<file path="config.mk">
export PLATFORM = sky130hd
export DESIGN_NAME = pwm_demod
export DESIGN_NICKNAME = d
export VERILOG_FILES = /design/src/rtl/pwm_demod.sv
export SDC_FILE = /design/constraint.sdc
export NUM_CORES = 1
export LEC_CHECK = 0
export BUFFER_PORTS_ARGS = -buffer_cell sky130_fd_sc_hd__clkbuf_2
export CORE_UTILIZATION = 40
export DETAILED_ROUTE_END_ITERATION = 8
export SLEW_MARGIN = 10
export SYNTH_ARGS = -nofsm -noshare
export SYNTH_HDL_FRONTEND = slang
export SYNTH_SLANG_ARGS = --single-unit
</file>
<file path="constraint.sdc">
create_clock -name clk_256M -period 2.52 [get_ports clk_256M]
set_clock_uncertainty 0.05 [all_clocks]
set_input_delay 0.504 -clock clk_256M [delete_from_list [all_inputs] [get_ports clk_256M]]
set_output_delay 0.504 -clock clk_256M [all_outputs]
set_load 0.02 [all_outputs]
</file>
<file path="src/rtl/pwm_demod.sv">
// pwm_demod: recovers one CNT_W-bit sample per frame from a frame-aligned PWM
// line. The frame counter locks to the first rising edge. It then counts high
// cycles per frame. A rising edge away from frame index 0 realigns the counter
// and drops the partial frame.
//
// state   | meaning
// --------+---------------------------------------------------------------
// ST_HUNT | waiting for the first rising edge; counters held at zero
// ST_LOCK | frame counter free-running; one sample per frame is reported
module pwm_demod #(
  parameter int CNT_W       = 8,
  parameter int SYNC_STAGES = 2
) (
  input  logic             clk_256M,
  input  logic             rst,
  input  logic             pwm_i,
  output logic [CNT_W-1:0] data_o,
  output logic             data_valid,
  output logic             locked,
  output logic             sync_err
);

  typedef enum logic {
    ST_HUNT = 1'b0,
    ST_LOCK = 1'b1
  } state_t;

  localparam logic [CNT_W-1:0] FCNT_ZERO = '0;
  localparam logic [CNT_W-1:0] FCNT_ONE  = {{(CNT_W-1){1'b0}}, 1'b1};
  localparam logic [CNT_W-1:0] FCNT_LAST = '1;
  localparam logic [CNT_W:0]   HCNT_ONE  = {{CNT_W{1'b0}}, 1'b1};
  // Largest value that fits in data_o; a full-high frame (2^CNT_W) clamps here.
  localparam logic [CNT_W:0]   HCNT_SAT  = {1'b0, {CNT_W{1'b1}}};

  state_t                 state_q, state_d;
  logic [SYNC_STAGES-1:0] sync_q;
  logic                   s_d_q;
  logic                   s;
  logic                   rise;
  logic [CNT_W-1:0]       fcnt_q, fcnt_d;
  logic [CNT_W:0]         hcnt_q, hcnt_d;
  logic [CNT_W:0]         hsum;
  logic [CNT_W-1:0]       data_q, data_d;
  logic                   valid_q, valid_d;
  logic                   err_q, err_d;

  assign s    = sync_q[SYNC_STAGES-1];
  assign rise = s & ~s_d_q;
  assign hsum = hcnt_q + {{CNT_W{1'b0}}, s};

  // Synchronize the asynchronous PWM line and keep one cycle of history for edge detection.
  always_ff @(posedge clk_256M) begin
    if (rst) begin
      sync_q <= '0;
      s_d_q  <= 1'b0;
    end else begin
      sync_q <= {sync_q[SYNC_STAGES-2:0], pwm_i};
      s_d_q  <= s;
    end
  end

  // State, counters and registered outputs.
  always_ff @(posedge clk_256M) begin
    if (rst) begin
      state_q <= ST_HUNT;
      fcnt_q  <= '0;
      hcnt_q  <= '0;
      data_q  <= '0;
      valid_q <= 1'b0;
      err_q   <= 1'b0;
    end else begin
      state_q <= state_d;
      fcnt_q  <= fcnt_d;
      hcnt_q  <= hcnt_d;
      data_q  <= data_d;
      valid_q <= valid_d;
      err_q   <= err_d;
    end
  end

  // Next-state: lock on the first edge. In lock, count frames and report high time.
  always_comb begin
    state_d = state_q;
    fcnt_d  = fcnt_q;
    hcnt_d  = hcnt_q;
    data_d  = data_q;
    valid_d = 1'b0;
    err_d   = 1'b0;
    case (state_q)
      ST_HUNT: begin
        fcnt_d = '0;
        hcnt_d = '0;
        if (rise) begin
          // The edge sample itself is frame index 0 and counts as one high cycle.
          fcnt_d  = FCNT_ONE;
          hcnt_d  = HCNT_ONE;
          state_d = ST_LOCK;
        end
      end
      ST_LOCK: begin
        if (rise && (fcnt_q != FCNT_ZERO)) begin
          // A misplaced edge wins over a frame end; the partial frame is dropped.
          err_d  = 1'b1;
          fcnt_d = FCNT_ONE;
          hcnt_d = HCNT_ONE;
        end else begin
          fcnt_d = fcnt_q + FCNT_ONE;
          if (fcnt_q == FCNT_ZERO) begin
            hcnt_d = {{CNT_W{1'b0}}, s};
          end else begin
            hcnt_d = hsum;
          end
          if (fcnt_q == FCNT_LAST) begin
            valid_d = 1'b1;
            data_d  = (hsum > HCNT_SAT) ? HCNT_SAT[CNT_W-1:0] : hsum[CNT_W-1:0];
          end
        end
      end
      default: begin
        state_d = ST_HUNT;
      end
    endcase
  end

  assign data_o     = data_q;
  assign data_valid = valid_q;
  assign sync_err   = err_q;
  assign locked     = (state_q == ST_LOCK);

endmodule

</file>
Word level (Yosys, flattened, before mapping)
Cells that the tools add are included.
{ "word_totals": {"ff_bits": 31, "word_cells": 34} }
{ "classes": {"addsub": 2, "magnitude_cmp": 1, "eq_ne": 1, "mux": 12, "n_bitwise": 4, "n_reduce_logical": 6} }
{ "op_table": {"columns": ["op", "count"], "rows": [
  ["9-bit two-way mux", 2],
  ["9-bit one-hot mux with 2 select lines", 1],
  ["8-bit two-way mux", 2],
  ["8-bit one-hot mux with 2 select lines", 1],
  ["9-bit by 1-bit adder with 9-bit output", 1],
  ["9-bit by 8-bit greater-than comparator with 1-bit output (second input constant)", 1],
  ["8-bit by 1-bit adder with 8-bit output (second input constant)", 1],
  ["8-bit equality test (second input constant)", 1],
  ["8-bit zero test", 1],
  ["8-bit nonzero test", 1],
  ["1-bit two-way mux", 6],
  ["1-bit NOT", 3],
  ["3-bit AND reduction", 1],
  ["3-bit OR reduction", 1],
  ["2-bit OR reduction", 1],
  ["1-bit AND", 1],
  ["1-bit logical AND", 1]
]} }

Logic depth before layout (Yosys ltp)
Gate-level depths: netlist (run 1).
{ "depth": {"word_depth": 5, "ltp_mapped": 6, "depth_no_buf": 6} }

Least setup slack after synthesis (run 1)
No wires, ideal clock.
{ "synth_path": {"kind": "register to register", "from": "register sync_q[1]", "to": "register data_q[0], in the netlist data_o[0]", "setup_ns": 0.148, "arrival_ns": 1.591, "required_time_ns": 2.322, "slack_ns": 0.731, "path_stages_with_launch": 7, "synth_period_minus_slack_ns": 1.789, "path_cell_list": "dfxtp_1 > ha_1 > ha_1 > nand4_1 > o21a_1 > nor4b_4 > a221oi_1"} }
{ "synth_via": {"elab_chain_len": 4} }
{ "synth_lines": {"columns": ["item", "line", "rtl"], "rows": [
  ["start, declared", "36", "logic [SYNC_STAGES-1:0] sync_q;"],
  ["start signal, assigned", "57", "sync_q <= {sync_q[SYNC_STAGES-2:0], pwm_i};"],
  ["branches (longest 4 deep; another with 9-bit by 1-bit adder with 9-bit output)", null, null],
  ["end signal, assigned", "75", "data_q <= data_d;"],
  ["end, declared", "43", "logic [CNT_W-1:0] data_q, data_d;"]
]} }
Parallel ways; which one is timed is not known.
A chain may end at the register's enable or synchronous reset.

Worst setup path in the final report (run 1)
{ "layout_path": {"from": "register sync_q[1]", "to": "register data_q[6], in the netlist data_o[6]"} }
Same word-level chain as after synthesis.

==> impl_metrics.csv, run 1 <==
group,metric,value,unit
worst_setup_path,critPathSlowestCell,"nor4b_4",
worst_setup_path,start_kind,"register",
clock_tree,cts_htree_levels,2,
worst_setup_path,crit_path_end_kind,"register",
power_and_ir_drop,pwr-share-seq,0.632,
worst_setup_path,crit_path_max_incr_delay,510,ps
floorplanning,die_area,3450,µm²
drt,first_pass_iters,4,
sta,tightest_slew,515,ps
grt,grt_pass1_vias,896,
clock_tree,post_cts_buffers,0,
grt,grt_first_pass_wirelength,3.97,mm
worst_setup_path,path_cells,"ha_1, ha_1, nand4_1, o21a_1, nor4b_4, a221oi_1",
drt,drc,0,
floorplanning,start_util,0.421,
clock_tree,cts_resized,0,
logic_synthesis,synth_async_sr_flop_share,0,
layout,area_delta_synth_final,12.9,%
power_and_ir_drop,p_int,610,µW
drt,drt-total-wl,2.33,mm
logic_synthesis,synth_edf_count,0,
logic_synthesis,synth_top_area_share,0.482,
logic_synthesis,synth_nets,142,
clock_tree,clk_latency,330,ps
logic_synthesis,ys_ff_latch,31,
layout,layout.nets,161,
power_and_ir_drop,power_density,542,nW/µm²
sta,finalHoldViolCount,0,
power_and_ir_drop,combPwrFrac,0.030,
placement,portBuffers,13,
sta,fin_crit,2040,ps
drt,wl_per_cell,11.8,µm
sta,drv_slew,0,
worst_setup_path,critPathRequiredTime,2650,ps
clock_tree,clk_pin_slew,90,ps
clock_tree,clock_sinks,31,
logic_synthesis,yosys.area_share.simple,0.237,
power_and_ir_drop,switching_share,0.225,
worst_setup_path,crit_top_cell,"ha_1",
logic_synthesis,avgSynthCellArea,9.60,µm²
clock_tree,hold_buffers,0,
worst_setup_path,worstSetupPathType,"register to register",
clock_tree,cts_tree,"yes",
logic_synthesis,synth_most_common_cell,"dfxtp_1",
logic_synthesis,synthAdderAreaFrac,0.0486,
worst_setup_path,path_delay_family,"simple AND/OR/NAND/NOR gates",
power_and_ir_drop,vdd_drop_max,291,µV
run_status,status,"complete, no violations",
sta,setup_viol,0,
floorplanning,die_y,58.7,µm
logic_synthesis,synthesis.area,1290,µm²
logic_synthesis,ys_warn_count,0,
sta,timing.final.crit_share,0.809,
logic_synthesis,yosysUniqueCellTypes,31,
floorplanning,core_area,3050,µm²
floorplanning,io_pins,14,
logic_synthesis,synthTopCellsByArea,"dfxtp_1 48%, nor2_1 6.1%, a221oi_1 5.4%",
layout,antenna_cells,0,
layout,fill_cells,318,
logic_synthesis,synth_compound_area_frac,0.113,
floorplanning,fp-row-count,20,
sta,fmax,491,MHz
layout,multiInputGateArea,609,µm²
logic_synthesis,synthCells,134,
floorplanning,fp.dieW,58.7,µm
logic_synthesis,ys_seq_area_frac,0.482,
layout,regArea,621,µm²
clock_tree,cts_buffer_depth,2,
worst_setup_path,arrival,2170,ps
drt,via_count,990,
layout,drive_above_1_share,0.175,
drt,drt_iter0_markers,41,
min_path,hp-class,"primary input to register",
grt,antenna_found_initial,0,
placement,place.gp.congestion,0.759,
grt,gr-total-overflow,0,
worst_setup_path,cp_num_buf_inv,0,
clock_tree,cts_root_buffer,"clkbuf_4",
logic_synthesis,synth_commonest_cells,"31 x dfxtp_1, 21 x nor2_1, 14 x inv_1",
placement,post-dp-hpwl,1.72,mm
sta,slew_headroom,0.655,
logic_synthesis,synth_top_family_by_area,"simple AND/OR/NAND/NOR gates",
grt,grt_max_degree,17,
drt,drtAntennaViolNets,0,
logic_synthesis,synth_mux_area_frac,0,
logic_synthesis,ys.flop_type,"dfxtp_1",
power_and_ir_drop,p_clk_frac,0.338,
worst_setup_path,crit_fanout,8,
power_and_ir_drop,power.leakage,0.000524,µW
sta,rsz0062_at_grt,"no",
power_and_ir_drop,p_switching,177,µW
logic_synthesis,yosysTopAreaCell,"dfxtp_1",
grt,track_usage,0.160,
drt,via_per_inst,5.00,
logic_synthesis,synth-xor-area-share,0.0749,
flow_run,cap_violations,0,
sta,setup_tns,0,ps
clock_tree,cts_buffers,5,
power_and_ir_drop,power.total,787,µW
## cells by family (layout without fill, tap and decap cells)
logic type,Yosys count,in the layout
adders and majority gates,5,5
xor gates and xnor gates,11,11
and+or+nand+nor,55,55
AOI/OAI and AO/OA,17,17
buffers and inverters,15,35
DFF,31,31
## metrics by stage
stage / utilization / hold slack [ps] / worst slack, ps / area, µm² / std cells
floorplan: - / 364 / 731 / 1290 / 134
global placement: 0.459 / 403 / 568 / 1400 / 190
detailed placement: 0.459 / 386 / 493 / 1400 / 190
CTS: 0.476 / 326 / 482 / 1450 / 198
global route: 0.476 / 333 / 286 / 1450 / 198
finish: 0.476 / 332 / 482 / 1450 / 198
## routing by layer
metal / global-route usage / wire length, µm / share of wire
met3: 0.0659 / 130 / 0.056
met1: 0.205 / 1130 / 0.49
met5: 0 / 0 / 0
met4: 0.0714 / 46 / 0.020
met2: 0.236 / 1020 / 0.44
## path summary, 6_finish.rpt
| check | from | to | slack [ps] | depth (start not counted) |
|---|---|---|---|---|
| max | sync_q[1] | data_o[6] | 480 | 6 |
| min | pwm_i | sync_q[0] | 330 | 2 |
| max reg2reg | sync_q[1] | data_o[6] | 480 | 6 |
| min reg2reg | sync_q[0] | sync_q[1] | 410 | 1 |
## power groups by stage
stage               Clock [µW]  Combinational, µW  Sequential (µW)
CTS                        278               23.9              498
detailed placement           0               23.9              509
floorplan                    0               15.5              509
global placement             0               23.4              509
global route               300               27.7              499
finish                     266               23.8              498
## sequential cells by signal, indices dropped and copies added, names as in the netlist
name / cells
locked: 1
data_valid: 1
sync_q: 2
hcnt_q: 9
s_d_q: 1
sync_err: 1
fcnt_q: 8
data_o: 8
## cells in the final DEF, fill, tap and decap left out, drive strengths merged, types with 2 or more instances in the layout
cell and n:
xor2 4, o21ai 2, nor4 2, clkbuf 20, xnor2 7, nand2 8, inv 14, nor2b 4
nor3 3, dfxtp 31, and3 2, ha 5, a221oi 8, nor2 21, nand3 9
## worst register-to-register path: cells and delay by family, from the launching register on
| kind | cells | cell delay (ps) |
|---|---|---|
| flops | 1 | 420 |
| compound gates | 2 | 400 |
| fa+ha+maj | 2 | 360 |
| simple gates | 2 | 660 |
## cell type report
class	instances	area share
well taps	44	0.0379
inverters	14	0.0362
clock inverters	1	0.00345
clock buffers	7	0.0310
flip-flops and latches	31	0.427
multi-input cells	88	0.419
repair buffers	13	0.0448
(Power assumes the default switching activity.)
==> run 2, diff against run 1 <==
==> constraint.sdc (replaced) <==
create_clock -name clk_256M -period 1.9 [get_ports clk_256M]
set_clock_uncertainty 0.05 [all_clocks]
set_input_delay 0.38 -clock clk_256M [delete_from_list [all_inputs] [get_ports clk_256M]]
set_output_delay 0.38 -clock clk_256M [all_outputs]
set_load 0.02 [all_outputs]
==> impl_metrics.csv, run 2 (synthesis gave the netlist of run 1 again) <==
group,metric,value,unit
run_status,status,"complete, no violations",
layout,area_delta_synth_final,22.1,%
worst_setup_path,crit_top_cell,"ha_1",
flow_run,cap_violations,0,
placement,dp_slack,16.0,ps
power_and_ir_drop,p_clk_frac,0.340,
min_path,min_from,"pwm_i",
layout,largest_register_ffs,9,
layout,mostFrequentLayoutCells,"30 x dfxtp_1, 21 x nor2_1, 14 x inv_1",
power_and_ir_drop,p_int,814,µW
min_path,hold-path-endpoint,"sync_q[0]",
worst_setup_path,rrSetupSlack,160,ps
sta,setup_tns,0,ps
drt,first_pass_iters,4,
placement,place.gp.congestion,0.835,
worst_setup_path,r2r_cells,7,
sta,drv_slew,0,
floorplanning,die_y,58.7,µm
clock_tree,cts_tree,"yes",
clock_tree,cts_htree_levels,2,
floorplanning,start_util,0.421,
worst_setup_path,crit_path_end_kind,"register",
layout,instances_no_fill,206,
min_path,hold_depth,2,
clock_tree,clock_sinks,31,
clock_tree,clk_latency,330,ps
clock_tree,clk_pin_slew,90,ps
power_and_ir_drop,switching_share,0.229,
worst_setup_path,crit_path_max_incr_delay,340,ps
sta,fmax,575,MHz
worst_setup_path,start_kind,"register",
floorplanning,core_area,3050,µm²
sta,slew_headroom,0.755,
sta,tightest_slew,365,ps
layout,max_flop_register,"hcnt_q",
placement,post-dp-hpwl,1.68,mm
sta,setup_viol,0,
clock_tree,cts_buffer_depth,2,
worst_setup_path,arrival,1910,ps
placement,dp.cells,196,
power_and_ir_drop,power.leakage,0.000556,µW
sta,worst_slack,161,ps
placement,place_area,1450,µm²
grt,antenna_found_initial,0,
worst_setup_path,crit_start,"sync_q[1]",
power_and_ir_drop,combPwrFrac,0.036,
worst_setup_path,worstSetupPathType,"register to register",
grt,grt_pass1_vias,941,
drt,drt-total-wl,2.33,mm
layout,drive_above_1_share,0.278,
floorplanning,die_area,3450,µm²
clock_tree,hold_buffers,0,
worst_setup_path,timing.rr.start,"sync_q[1]",
worst_setup_path,path_cells,"ha_1, ha_1, nand4_1, o21a_1, nor4b_4, buf_6, a221oi_1",
sta,finalHoldViolCount,0,
power_and_ir_drop,vdd_drop_max,451,µV
layout,layout.nets,169,
sta,timing.final.crit_share,0.915,
drt,drt_iter0_markers,11,
drt,via_count,982,
sta,fin_crit,1740,ps
layout,design_area,1570,µm²
placement,portBuffers,13,
clock_tree,cts_buffers,5,
floorplanning,fp.dieW,58.7,µm
layout,antenna_cells,0,
floorplanning,fp-row-count,20,
power_and_ir_drop,p_switching,242,µW
clock_tree,cts_root_buffer,"clkbuf_4",
drt,wl_per_cell,11.3,µm
drt,drc,0,
grt,gr-total-overflow,0,
worst_setup_path,crit_fanout,8,
drt,drtAntennaViolNets,0,
worst_setup_path,reg2reg_to,"data_o[2]",
grt,grt_first_pass_wirelength,3.92,mm
grt,grt_max_degree,16,
layout,final_common_cell,"dfxtp_1",
grt,track_usage,0.160,
worst_setup_path,critPathSlowestCell,"dfxtp_1",
floorplanning,io_pins,14,
min_path,hp-class,"primary input to register",
power_and_ir_drop,power_density,672,nW/µm²
power_and_ir_drop,pwr-share-seq,0.625,
worst_setup_path,critPathRequiredTime,2070,ps
drt,via_per_inst,4.77,
## run 2: power groups by stage
stage          sequential (µW)  combinational [µW]  clock (µW)
2_1_floorplan              675                20.6           0
3_3_place_gp               674                34.3           0
3_5_place_dp               674                34.5           0
4_1_cts                    659                35.3         377
5_1_grt                    661                42.6         404
6_report                   659                37.5         358
## run 2: worst max-delay path, delay by kind of cell (launching register included)
kind	cells	cell delay [ps]
and+or+nand+nor	2	410
adders and majority gates	2	310
DFF	1	340
buffers and inverters	1	180
AOI/OAI and AO/OA	2	330
## run 2: through the flow
| step | power, µW | util | hold WS, ps |
|---|---|---|---|
| floorplan | 696 | - | 364 |
| global placement | 708 | 0.474 | 376 |
| detailed placement | 709 | 0.474 | 390 |
| CTS | 1070 | 0.495 | 192 |
| global route | 1110 | 0.514 | 222 |
| finish | 1060 | 0.514 | 205 |
## run 2: layout make-up
cell class | count | area [µm²]
clock buffers | 7 | 45.0
well taps | 44 | 55.1
inverters | 14 | 52.6
clock inverters | 1 | 5.00
flip-flops and latches | 31 | 622
multi-input cells | 89 | 669
fillers | 293 | 1480
repair buffers | 20 | 121
## run 2: timing repair
action                                  in CTS  in global routing
pin swaps                                    1                  4
endpoints found under the setup margin       4                 13
gates cloned                                 0                  1
buffers inserted                             1                  0
resized for setup                            1                 11
## run 2: worst max path at each step
stage               cells after the start   endpoint
floorplan                               6  data_o[0]
global placement                        6  data_o[0]
detailed placement                      6  data_o[4]
finish                                  7  data_o[2]
CTS                                     6  data_o[5]
global route                            7  data_o[2]
## run 2: metal layers
layer / global-route usage / part of all wire / vias up
met2: 0.245 / 0.45 / 19
met5: 0 / 0 / -
met1: 0.182 / 0.47 / 439
met4: 0.133 / 0.042 / 0
li1: - / - / 515
met3: 0.0484 / 0.040 / 9
